<file path="config.mk">
export PLATFORM = sky130hd
export DESIGN_NAME = qs_decompressor
export DESIGN_NICKNAME = d
export VERILOG_FILES = /design/src/rtl/qs_pkg.sv /design/src/rtl/qs_bit_unpacker.sv /design/src/rtl/qs_decompressor.sv
export SDC_FILE = /design/constraint.sdc
export NUM_CORES = 1
export LEC_CHECK = 0
export BUFFER_PORTS_ARGS = -buffer_cell sky130_fd_sc_hd__buf_2
export CAP_MARGIN = 20
export CORE_UTILIZATION = 40
export CTS_BUF_LIST = sky130_fd_sc_hd__clkbuf_8
export DETAILED_ROUTE_END_ITERATION = 6
export GPL_TIMING_DRIVEN = 1
export SYNTH_ARGS = -nofsm -noshare
export SYNTH_HDL_FRONTEND = slang
export SYNTH_SLANG_ARGS = --single-unit
</file>
<file path="constraint.sdc">
create_clock -name clk -period 5.5 [get_ports clk]
set_input_delay 0.275 -clock clk [delete_from_list [all_inputs] [get_ports clk]]
set_output_delay 0.275 -clock clk [all_outputs]
set_load 0.05 [all_outputs]
</file>
<file path="src/rtl/qs_pkg.sv">
// Shared types, header field positions and sizing helpers for the quick-send decompressor.
// Latency: n/a (definitions only).
// Backpressure: n/a (definitions only).
package qs_pkg;

    localparam int QS_ROWS  = 32;
    localparam int QS_PIX   = 8;
    localparam int QS_IDX_W = $clog2(QS_ROWS);

    // Block header layout
    localparam int HDR_BASE_MSB  = 47;
    localparam int HDR_BASE_LSB  = 44;
    localparam int HDR_WCODE_MSB = 43;
    localparam int HDR_WCODE_LSB = 42;
    localparam int HDR_RSVD_MSB  = 41;
    localparam int HDR_RSVD_LSB  = 32;
    localparam int HDR_MASK_MSB  = 31;
    localparam int HDR_MASK_LSB  = 0;

    typedef logic [3:0] pixel_t;
    typedef pixel_t [QS_PIX-1:0] row_t;

    typedef enum logic {
        ST_IDLE = 1'b0,
        ST_ROWS = 1'b1
    } qs_state_t;

    // Payload words for a block: ceil(8 * W * non_uniform_rows / 32).
    function automatic logic [5:0] qs_words_needed(input logic [2:0] w, input logic [31:0] m);
        int ones;
        int bits;
        ones = 0;
        for (int i = 0; i < QS_ROWS; i++) begin
            if (!m[i]) ones++;
        end
        bits = ones * 8 * int'(w);
        return 6'((bits + 31) / 32);
    endfunction

endpackage

</file>
<file path="src/rtl/qs_bit_unpacker.sv">
// Bit buffer for the decompressor: appends 32-bit payload words, pops 8*W-bit rows, slices 8 W-bit deltas.
// Latency: a word appended in cycle t is visible in count/fields in cycle t+1.
// Backpressure: none internally; the caller only appends when count <= 32 so the 64-bit buffer never overflows.
// Ports: w (delta width 1..4), clear/shift/append controls, data (payload word), count (valid bits),
//        have_row (a full row is buffered), fields (8 zero-extended deltas of the oldest row).
// Optional: QS_DECOMP_PAD_CHECK_EN adds rest_nz (bits beyond the oldest row nonzero) and buf_nz (buffer nonzero).
module qs_bit_unpacker
    import qs_pkg::*;
(
    input  logic        clk,
    input  logic        rst_n,
    input  logic [2:0]  w,
    input  logic        clear,
    input  logic        shift,
    input  logic        append,
    input  logic [31:0] data,
    output logic [6:0]  count,
`ifdef QS_DECOMP_PAD_CHECK_EN
    output logic        rest_nz,
    output logic        buf_nz,
`endif
    output logic        have_row,
    output row_t        fields
);

    logic [63:0] buf_q;
    logic [63:0] buf_d;
    logic [6:0]  cnt_d;
    logic [5:0]  row_bits;
    logic [3:0]  wmask;

    assign row_bits = {w, 3'b000};
    assign have_row = (count >= {1'b0, row_bits});

    always_comb begin
        case (w)
            3'd1:    wmask = 4'h1;
            3'd2:    wmask = 4'h3;
            3'd3:    wmask = 4'h7;
            default: wmask = 4'hF;
        endcase
    end

    always_comb begin
        fields = '0;
        for (int p = 0; p < QS_PIX; p++) begin
            fields[p] = 4'(buf_q >> (6'(p) * {3'b000, w})) & wmask;
        end
    end

`ifdef QS_DECOMP_PAD_CHECK_EN
    // Bits above count are always zero, so any set bit here is payload padding.
    assign rest_nz = |(buf_q >> row_bits);
    assign buf_nz  = |buf_q;
`endif

    // Pop first, then append at the post-pop fill level.
    always_comb begin
        buf_d = buf_q;
        cnt_d = count;
        if (shift) begin
            buf_d = buf_q >> row_bits;
            cnt_d = count - {1'b0, row_bits};
        end
        if (append) begin
            buf_d = buf_d | ({32'b0, data} << cnt_d);
            cnt_d = cnt_d + 7'd32;
        end
        if (clear) begin
            buf_d = '0;
            cnt_d = '0;
        end
    end

    always_ff @(posedge clk or negedge rst_n) begin
        if (!rst_n) begin
            buf_q <= '0;
            count <= '0;
        end else begin
            buf_q <= buf_d;
            count <= cnt_d;
        end
    end

endmodule

</file>
<file path="src/rtl/qs_decompressor.sv">
// Rebuilds a 32x8x4-bit block from a 48-bit header plus packed delta payload, one row per beat.
// Latency: first row 1 cycle after the header (uniform row 0) or after the word completing row 0.
// Backpressure: out_ready stalls rows with outputs held; in_ready falls once the bit buffer holds > 32 bits.
// Ports: hdr_valid/hdr_ready/hdr/hdr_compressable (header), in_valid/in_ready/in_data (payload words),
//        out_valid/out_ready/out_row/out_idx/out_last (rows). Optional pad_err under QS_DECOMP_PAD_CHECK_EN.
module qs_decompressor
    import qs_pkg::*;
(
    input  logic                clk,
    input  logic                rst_n,
    input  logic                hdr_valid,
    output logic                hdr_ready,
    input  logic [47:0]         hdr,
    input  logic                hdr_compressable,
    input  logic                in_valid,
    output logic                in_ready,
    input  logic [31:0]         in_data,
    output logic                out_valid,
    input  logic                out_ready,
    output row_t                out_row,
    output logic [QS_IDX_W-1:0] out_idx,
`ifdef QS_DECOMP_PAD_CHECK_EN
    output logic                pad_err,
`endif
    output logic                out_last
);

    qs_state_t           state_q, state_d;
    logic [3:0]          base_q;
    logic [2:0]          w_q;
    logic [31:0]         mask_q;
    logic [QS_IDX_W-1:0] row_q;
    logic [5:0]          words_left_q;

    logic [3:0]  hdr_base;
    logic [2:0]  hdr_w;
    logic [31:0] hdr_mask;
    logic        hdr_rsvd_unused;

    logic       hdr_fire, in_fire, out_fire;
    logic       row_uniform, last_row;
    logic [6:0] count;
    logic       have_row;
    row_t       fields;
`ifdef QS_DECOMP_PAD_CHECK_EN
    logic       rest_nz, buf_nz;
`endif

    // Raw blocks reuse the compressed path with W=4, B=0 and no uniform rows.
    assign hdr_base = hdr_compressable ? hdr[HDR_BASE_MSB:HDR_BASE_LSB] : 4'd0;
    assign hdr_w    = hdr_compressable ? ({1'b0, hdr[HDR_WCODE_MSB:HDR_WCODE_LSB]} + 3'd1) : 3'd4;
    assign hdr_mask = hdr_compressable ? hdr[HDR_MASK_MSB:HDR_MASK_LSB] : 32'd0;
    assign hdr_rsvd_unused = ^hdr[HDR_RSVD_MSB:HDR_RSVD_LSB];

    assign hdr_fire    = hdr_valid && hdr_ready;
    assign in_fire     = in_valid && in_ready;
    assign out_fire    = out_valid && out_ready;
    assign row_uniform = mask_q[row_q];
    assign last_row    = (row_q == QS_IDX_W'(QS_ROWS - 1));

    qs_bit_unpacker u_unpacker (
        .clk      (clk),
        .rst_n    (rst_n),
        .w        (w_q),
        .clear    (out_fire && last_row),
        .shift    (out_fire && !row_uniform),
        .append   (in_fire),
        .data     (in_data),
        .count    (count),
`ifdef QS_DECOMP_PAD_CHECK_EN
        .rest_nz  (rest_nz),
        .buf_nz   (buf_nz),
`endif
        .have_row (have_row),
        .fields   (fields)
    );

    // FSM: state register
    always_ff @(posedge clk or negedge rst_n) begin
        if (!rst_n) state_q <= ST_IDLE;
        else        state_q <= state_d;
    end

    // FSM: next state
    always_comb begin
        state_d = state_q;
        case (state_q)
            ST_IDLE: if (hdr_fire) state_d = ST_ROWS;
            ST_ROWS: if (out_fire && last_row) state_d = ST_IDLE;
            default: state_d = ST_IDLE;
        endcase
    end

    // FSM: handshake outputs
    always_comb begin
        hdr_ready = (state_q == ST_IDLE);
        in_ready  = (state_q == ST_ROWS) && (words_left_q != 6'd0) && (count <= 7'd32);
        out_valid = (state_q == ST_ROWS) && (row_uniform || have_row);
    end

    always_ff @(posedge clk or negedge rst_n) begin
        if (!rst_n) begin
            base_q       <= '0;
            w_q          <= 3'd4;
            mask_q       <= '0;
            row_q        <= '0;
            words_left_q <= '0;
        end else begin
            if (hdr_fire) begin
                base_q       <= hdr_base;
                w_q          <= hdr_w;
                mask_q       <= hdr_mask;
                row_q        <= '0;
                words_left_q <= qs_words_needed(hdr_w, hdr_mask);
            end
            if (in_fire) words_left_q <= words_left_q - 6'd1;
            if (out_fire) row_q <= last_row ? '0 : row_q + 1'b1;
        end
    end

    // Rows are decoded from registered state only; the buffer can grow under a stalled row
    // but the oldest row's bits never move until it is popped, so the beat stays stable.
    always_comb begin
        out_row = '0;
        if (out_valid) begin
            for (int p = 0; p < QS_PIX; p++) begin
                out_row[p] = row_uniform ? base_q : (base_q + fields[p]);
            end
        end
    end

    assign out_idx  = row_q;
    assign out_last = out_valid && last_row;

`ifdef QS_DECOMP_PAD_CHECK_EN
    // On the last beat every payload word is in; whatever row 31 does not consume is padding.
    assign pad_err = out_last && (row_uniform ? buf_nz : rest_nz);
`endif

endmodule

</file>
==> metrics.yaml, run 1 <==
dr_total_vias: 20300
worst_path_largest_cell_delay_ns: 0.57
drt_wl_total_mm: 65.4
drive_gt1_frac: 0.283
die_x_um: 221
syn_area_mm2: 0.0192
ios: 127
gr-total-overflow: 0
r2r_setup_slack_ns: 0.70
outcome: "finished with violations"
synth_seq_cells: 119
synth-edff-count: 0
cts_tree: "done"
synth_async_sr_flop_share: 1.00
max_cap_viol_count: 0
relSlewSlack: 0.348
crit_fanout: 4
clockBufferDepth: 2
setup_viol: 6
die_h_um: 221
fmax_mhz: 55.3
path_clk_slew_ns: 0.08
skew_ns: 0.0210
viasPerCell: 5.66
clkLatencyLatePin_ns: 0.46
core-area_mm2: 0.0470
wl_per_cell_um: 18.2
cts.sinks: 119
grtUsageTotal: 0.264
start_util: 0.410
r2r-start: "w_q[2]$_DFFE_PN1P_"
worstSetupEndpointType: "flip-flop"
dp_hpwl_mm: 50.9
dpl.cell_count: 3523
drv_slew: 0
fin_ws_ns: -12.60
wl_met3_mm: 3.12
top_layer: "met5"
final_cell_mix: "425 x buf_4, 281 x nor2_1, 279 x nand2_1"
crit_slowest_cell: "or4_1"
place.port_buffers: 116
seq_area_frac_synth: 0.155
grt_pass1_vias: 20200
arrival_ns: 18.42
tightestPinTransition_ns: 0.978
hold_viol_final: 22
final_common_cell: "buf_4"
fin_nets: 3219
cts_inserted_buffers: 17
hold_ws_ns: -0.0507
layout.cells.non_filler: 3592
die_area_mm2: 0.0490
layout_min_cycle_time_ns: 18.10
wl_met1_mm: 27.2
startpoint: "hdr_compressable"
synth_ff_type: "dfrtp_1"
critPathLaunchType: "input pin"
drt_iter0_drc: 1428
hold_path.class: "in2async"
grt_start_max_net_pins: 81
synthCells: 2495
postRouteAntennaNets: 0
cp_common_cell: "ha_4"
violations: "negative hold slack, negative setup slack"
first_pass_iters: 6
clock-root-buffer: "clkbuf_8"
remaining_drc_errors: 0
rsz0062_at_grt: "yes"
std_cell_rows: 79
cts.htree.levels: 4
grt_pass1_wl_mm: 105
period_share: 3.29
gp_congestion: 0.963
antenna_found_initial: 2
worst-endpoint-required_ns: 5.82
diodes: 0
synth.avg_cell_area_um2: 7.71
met2_length_mm: 32.3
ys_types: 100
area_growth_pct: 29.6
yosysWarningCount: 0
crit_type: "in2reg"
==> kinds of logic (layout without fill, tap and decap cells) <==
family | count (synthesis) | in the layout | synth area share
buf+inv | 311 | 749 | 0.0619
flops | 119 | 119 | 0.155
compound gates | 634 | 634 | 0.216
simple gates | 883 | 883 | 0.207
mux | 171 | 171 | 0.120
fa+ha+maj | 164 | 164 | 0.120
other cells | 2 | 54 | 0.000390
xor+xnor | 211 | 211 | 0.120
==> registers in the layout, indices dropped and copies added, names as in the netlist <==
signal / cells
base_q: 4
mask_q: 32
out_idx: 5
state_q: 1
u_unpacker.buf_q: 64
u_unpacker.count: 4
w_q: 3
words_left_q: 6
==> metal layers <==
layer	track usage	vias up
met5	0	-
met4	0.110	4
met3	0.0316	146
met2	0.463	625
met1	0.325	9778
li1	-	9762
==> stage by stage <==
step	util	instance area [µm²]	hold slack [ns]	TNS (ns)	setup slack, ns
floorplan	-	19900	-0.0206	-85.87	-14.59
global placement	0.503	23600	0.459	-78.57	-13.32
detailed placement	0.504	23600	0.469	-81.03	-13.80
CTS	0.519	24400	0.000112	-75.57	-12.82
global route	0.531	24900	0.0110	-79.81	-13.56
finish	0.531	24900	-0.0507	-74.35	-12.60
==> worst paths after layout <==
| check | to | depth (start not counted) |
|---|---|---|
| hold / removal | base_q[1]$_DFFE_PN0P_ | 1 |
| hold reg to reg | mask_q[28]$_DFFE_PN0P_ | 2 |
| setup reg to reg | u_unpacker.buf_q[47]$_DFF_PN0_ | 15 |
| min in group clk | u_unpacker.buf_q[55]$_DFF_PN0_ | 3 |
| max in group asynchronous | u_unpacker.buf_q[6]$_DFF_PN0_ | 2 |
| setup / recovery | words_left_q[5]$_DFFE_PN0P_ | 109 |
==> worst max-delay path, delay by kind of cell <==
kind | cells | cell delay (ns)
adders and majority gates | 32 | 8.39
AOI/OAI and AO/OA | 29 | 3.64
and+or+nand+nor | 24 | 2.91
muxes | 7 | 1.72
buffers and inverters | 13 | 0.90
xor gates and xnor gates | 4 | 0.57
==> synth_stat cells, types with 6 or more instances <==
master | instances | area, µm²
ha_1 | 125 | 1560
inv_1 | 166 | 623
mux2_2 | 13 | 146
o21ai_1 | 7 | 35.0
a222oi_1 | 8 | 80.1
or3_1 | 6 | 37.5
a31oi_1 | 30 | 188
and3_1 | 21 | 131
and2_1 | 27 | 169
nand3b_1 | 6 | 45.0
nand2b_1 | 45 | 282
buf_1 | 27 | 101
o311a_1 | 10 | 100
nor4_1 | 7 | 43.8
xor2_1 | 60 | 526
o21a_1 | 10 | 75.1
a21boi_0 | 8 | 60.1
nand2_1 | 295 | 1110
xnor2_4 | 10 | 275
xor2_2 | 9 | 146
nor2_1 | 291 | 1090
o221a_2 | 7 | 78.8
or2_2 | 10 | 62.6
clkbuf_1 | 106 | 398
mux4_2 | 42 | 946
nor3_1 | 69 | 345
nor3b_1 | 19 | 143
nand3_1 | 47 | 235
a221oi_1 | 25 | 219
o211ai_1 | 27 | 203
nand4_1 | 8 | 50.1
a21oi_1 | 145 | 726
o21ai_0 | 178 | 891
a211oi_1 | 40 | 300
dfrtp_1 | 118 | 2950
xnor2_1 | 116 | 1020
a311oi_1 | 14 | 123
o21bai_1 | 7 | 52.6
nor2b_1 | 16 | 100
fa_1 | 36 | 721
o22ai_1 | 19 | 119
a21o_1 | 26 | 195
a22oi_1 | 12 | 90.1
mux2i_1 | 109 | 1090
==> cell type report <==
type,count,area [µm²]
Tap cell,607,759
Clock inverter,14,163
Timing Repair Buffer,547,3900
Fill cell,4514,22000
Multi-Input combinational cell,2117,16200
Clock buffer,18,248
Inverter,170,653
Sequential cell,119,2990
==> timing repair <==
action / in CTS / in global routing
hold buffers: 0 / 0
endpoints found under the setup margin: 6 / 7
gates resized for setup: 36 / 78
setup buffers: 21 / 18
pin swaps: 54 / 70
Power of run 1 is left out: the tool's default activity adds up to more than one toggle a clock period on the data nets, which glitch-free logic cannot reach.
==> inputs of run 2 (changes only) <==
PLACE_DENSITY = 0.58   (was not set)
==> run 2 against run 1 <==
Compared with the run above: the run ends with design-rule violations, negative setup slack left; maximum frequency decreased by 1.4%; hold slack improved by 0.12 ns; register-to-register slack got worse by 0.06 ns; wire length increased by 2.5%; non-clock buffer count increased by 52; sequential share of layout area decreased by 0.19 points; clock-buffer cell count increased by 2; first-iteration DRC count increased by 9.9%; via count increased by 1.1%; cell area increased by 1.6%; largest cell class unchanged.
==> metrics.yaml, run 2 (synthesized netlist as in run 1, its figures left out) <==
r2r-start: "w_q[0]$_DFFE_PN0P_"
final_common_cell: "buf_4"
fin_ws_ns: -12.86
clkLatencyLatePin_ns: 0.46
reg2reg_depth: 19
r2r_setup_slack_ns: 0.64
path_delay_family: "buffers and inverters"
largest_reg_flops: 64
critPathLaunchType: "input pin"
wl_per_cell_um: 18.4
crit_buf_inv: 61
reg_top3: "u_unpacker.buf_q (64), mask_q (32), words_left_q (6)"
rsz0062_at_grt: "yes"
setup_viol: 6
drive_gt1_frac: 0.292
ios: 127
grt_pass1_vias: 20400
skew_ns: 0.0227
grt_start_max_net_pins: 80
dp_hpwl_mm: 51.0
crit_fanout: 4
cts_inserted_buffers: 17
grt_pass1_wl_mm: 107
crit_slowest_cell: "fa_1"
die_h_um: 221
endpoint: "words_left_q[5]$_DFFE_PN0P_"
largest_register: "u_unpacker.buf_q"
cts_tree: "done"
worst_path_largest_cell_delay_ns: 0.53
fmax_mhz: 54.5
clock-root-buffer: "clkbuf_8"
period_share: 3.34
max_cap_viol_count: 0
viasPerCell: 5.64
fin_nets: 3271
gr-total-overflow: 0
setup_tns_ns: -75.23
dp_slack_ns: -13.86
place.port_buffers: 116
grtUsageTotal: 0.269
path_clk_slew_ns: 0.08
clockBufferDepth: 2
place_area_mm2: 0.0237
hold_path.class: "in2reg"
cp_common_cell: "buf_4"
cts.htree.levels: 4
gp_congestion: 0.972
tightestPinTransition_ns: 0.889
worst-endpoint-required_ns: 5.83
arrival_ns: 18.69
area_growth_pct: 31.7
core-area_mm2: 0.0470
startpoint: "hdr_compressable"
drv_slew: 0
die_area_mm2: 0.0490
drt_wl_total_mm: 67.0
die_x_um: 221
postRouteAntennaNets: 0
r2r-end: "u_unpacker.buf_q[32]$_DFF_PN0_"
hold_depth: 3
antenna_found_initial: 1
worstSetupEndpointType: "flip-flop"
violations: "design-rule violations, negative setup slack"
remaining_drc_errors: 2
crit_type: "in2reg"
postLayoutCellArea_mm2: 0.0253
layout_min_cycle_time_ns: 18.36
first_pass_iters: 7
hold_path.startpoint: "in_data[26]"
diodes: 0
final_cell_mix: "474 x buf_4, 285 x nand2_1, 277 x nor2_1"
drt_iter0_drc: 1570
start_util: 0.410
std_cell_rows: 79
cp.depth: 123
cts.sinks: 119
dr_total_vias: 20500
hold_viol_final: 0
relSlewSlack: 0.405
outcome: "finished with violations"
## run 2: cell count changes in the layout (fill, tap and decap cells not counted), sizes merged
cell | before | now
inv | 177 | 173
clkbuf | 18 | 20
dlygate4sd3 | 0 | 1
bufinv | 2 | 4
buf | 547 | 598
## run 2: metal layers
layer  wire length, µm  track usage  up-vias  part of all wire
li1                  -            -     9867                 -
met1             27800        0.335     9910              0.42
met2             33700        0.478      611              0.50
met3              2950       0.0263      151             0.044
met4              2600       0.0977        0             0.039
met5                 0            0        -                 0
## run 2: worst min path at each step
stage / end / slack, ns
after floorplan: base_q[0]$_DFFE_PN0P_ / -0.02
after global placement: base_q[1]$_DFFE_PN0P_ / 0.43
after detailed placement: base_q[1]$_DFFE_PN0P_ / 0.43
after CTS: u_unpacker.buf_q[49]$_DFF_PN0_ / 0.05
after global routing: u_unpacker.buf_q[50]$_DFF_PN0_ / 0.06
final: u_unpacker.buf_q[50]$_DFF_PN0_ / 0.07
## run 2: final cells by class
| class | count | area (µm²) |
|---|---|---|
| timing repair buffer | 599 | 4290 |
| fill | 4444 | 21600 |
| clock inverter | 12 | 163 |
| multi-input combinational | 2117 | 16200 |
| sequential | 119 | 2990 |
| tap | 607 | 759 |
| clock buffer | 20 | 275 |
| inverter | 170 | 653 |
## run 2: per-stage QoR
| stage | hold slack, ns | std cells | utilization |
|---|---|---|---|
| 4_1_cts | 0.0501 | 3626 | 0.529 |
| 5_1_grt | 0.0596 | 3644 | 0.540 |
| 2_1_floorplan | -0.0206 | 2547 | - |
| 3_3_place_gp | 0.426 | 3526 | 0.504 |
| 3_5_place_dp | 0.433 | 3526 | 0.504 |
| 6_report | 0.0742 | 3644 | 0.540 |
## run 2: repair_timing
| item | CTS | global route |
|---|---|---|
| hold buffers | 1 | 0 |
| resized for setup | 49 | 67 |
| pin swaps | 45 | 62 |
| setup endpoints to repair | 6 | 6 |
| hold endpoints to repair | 65 | 0 |
| buffers inserted | 67 | 19 |
## run 2: worst min-delay path, stage by stage
cell and delay (ns):
buf_2 0.10, nand2_1 0.05, o21ai_0 0.06
Power of run 2 is left out for the same reason.
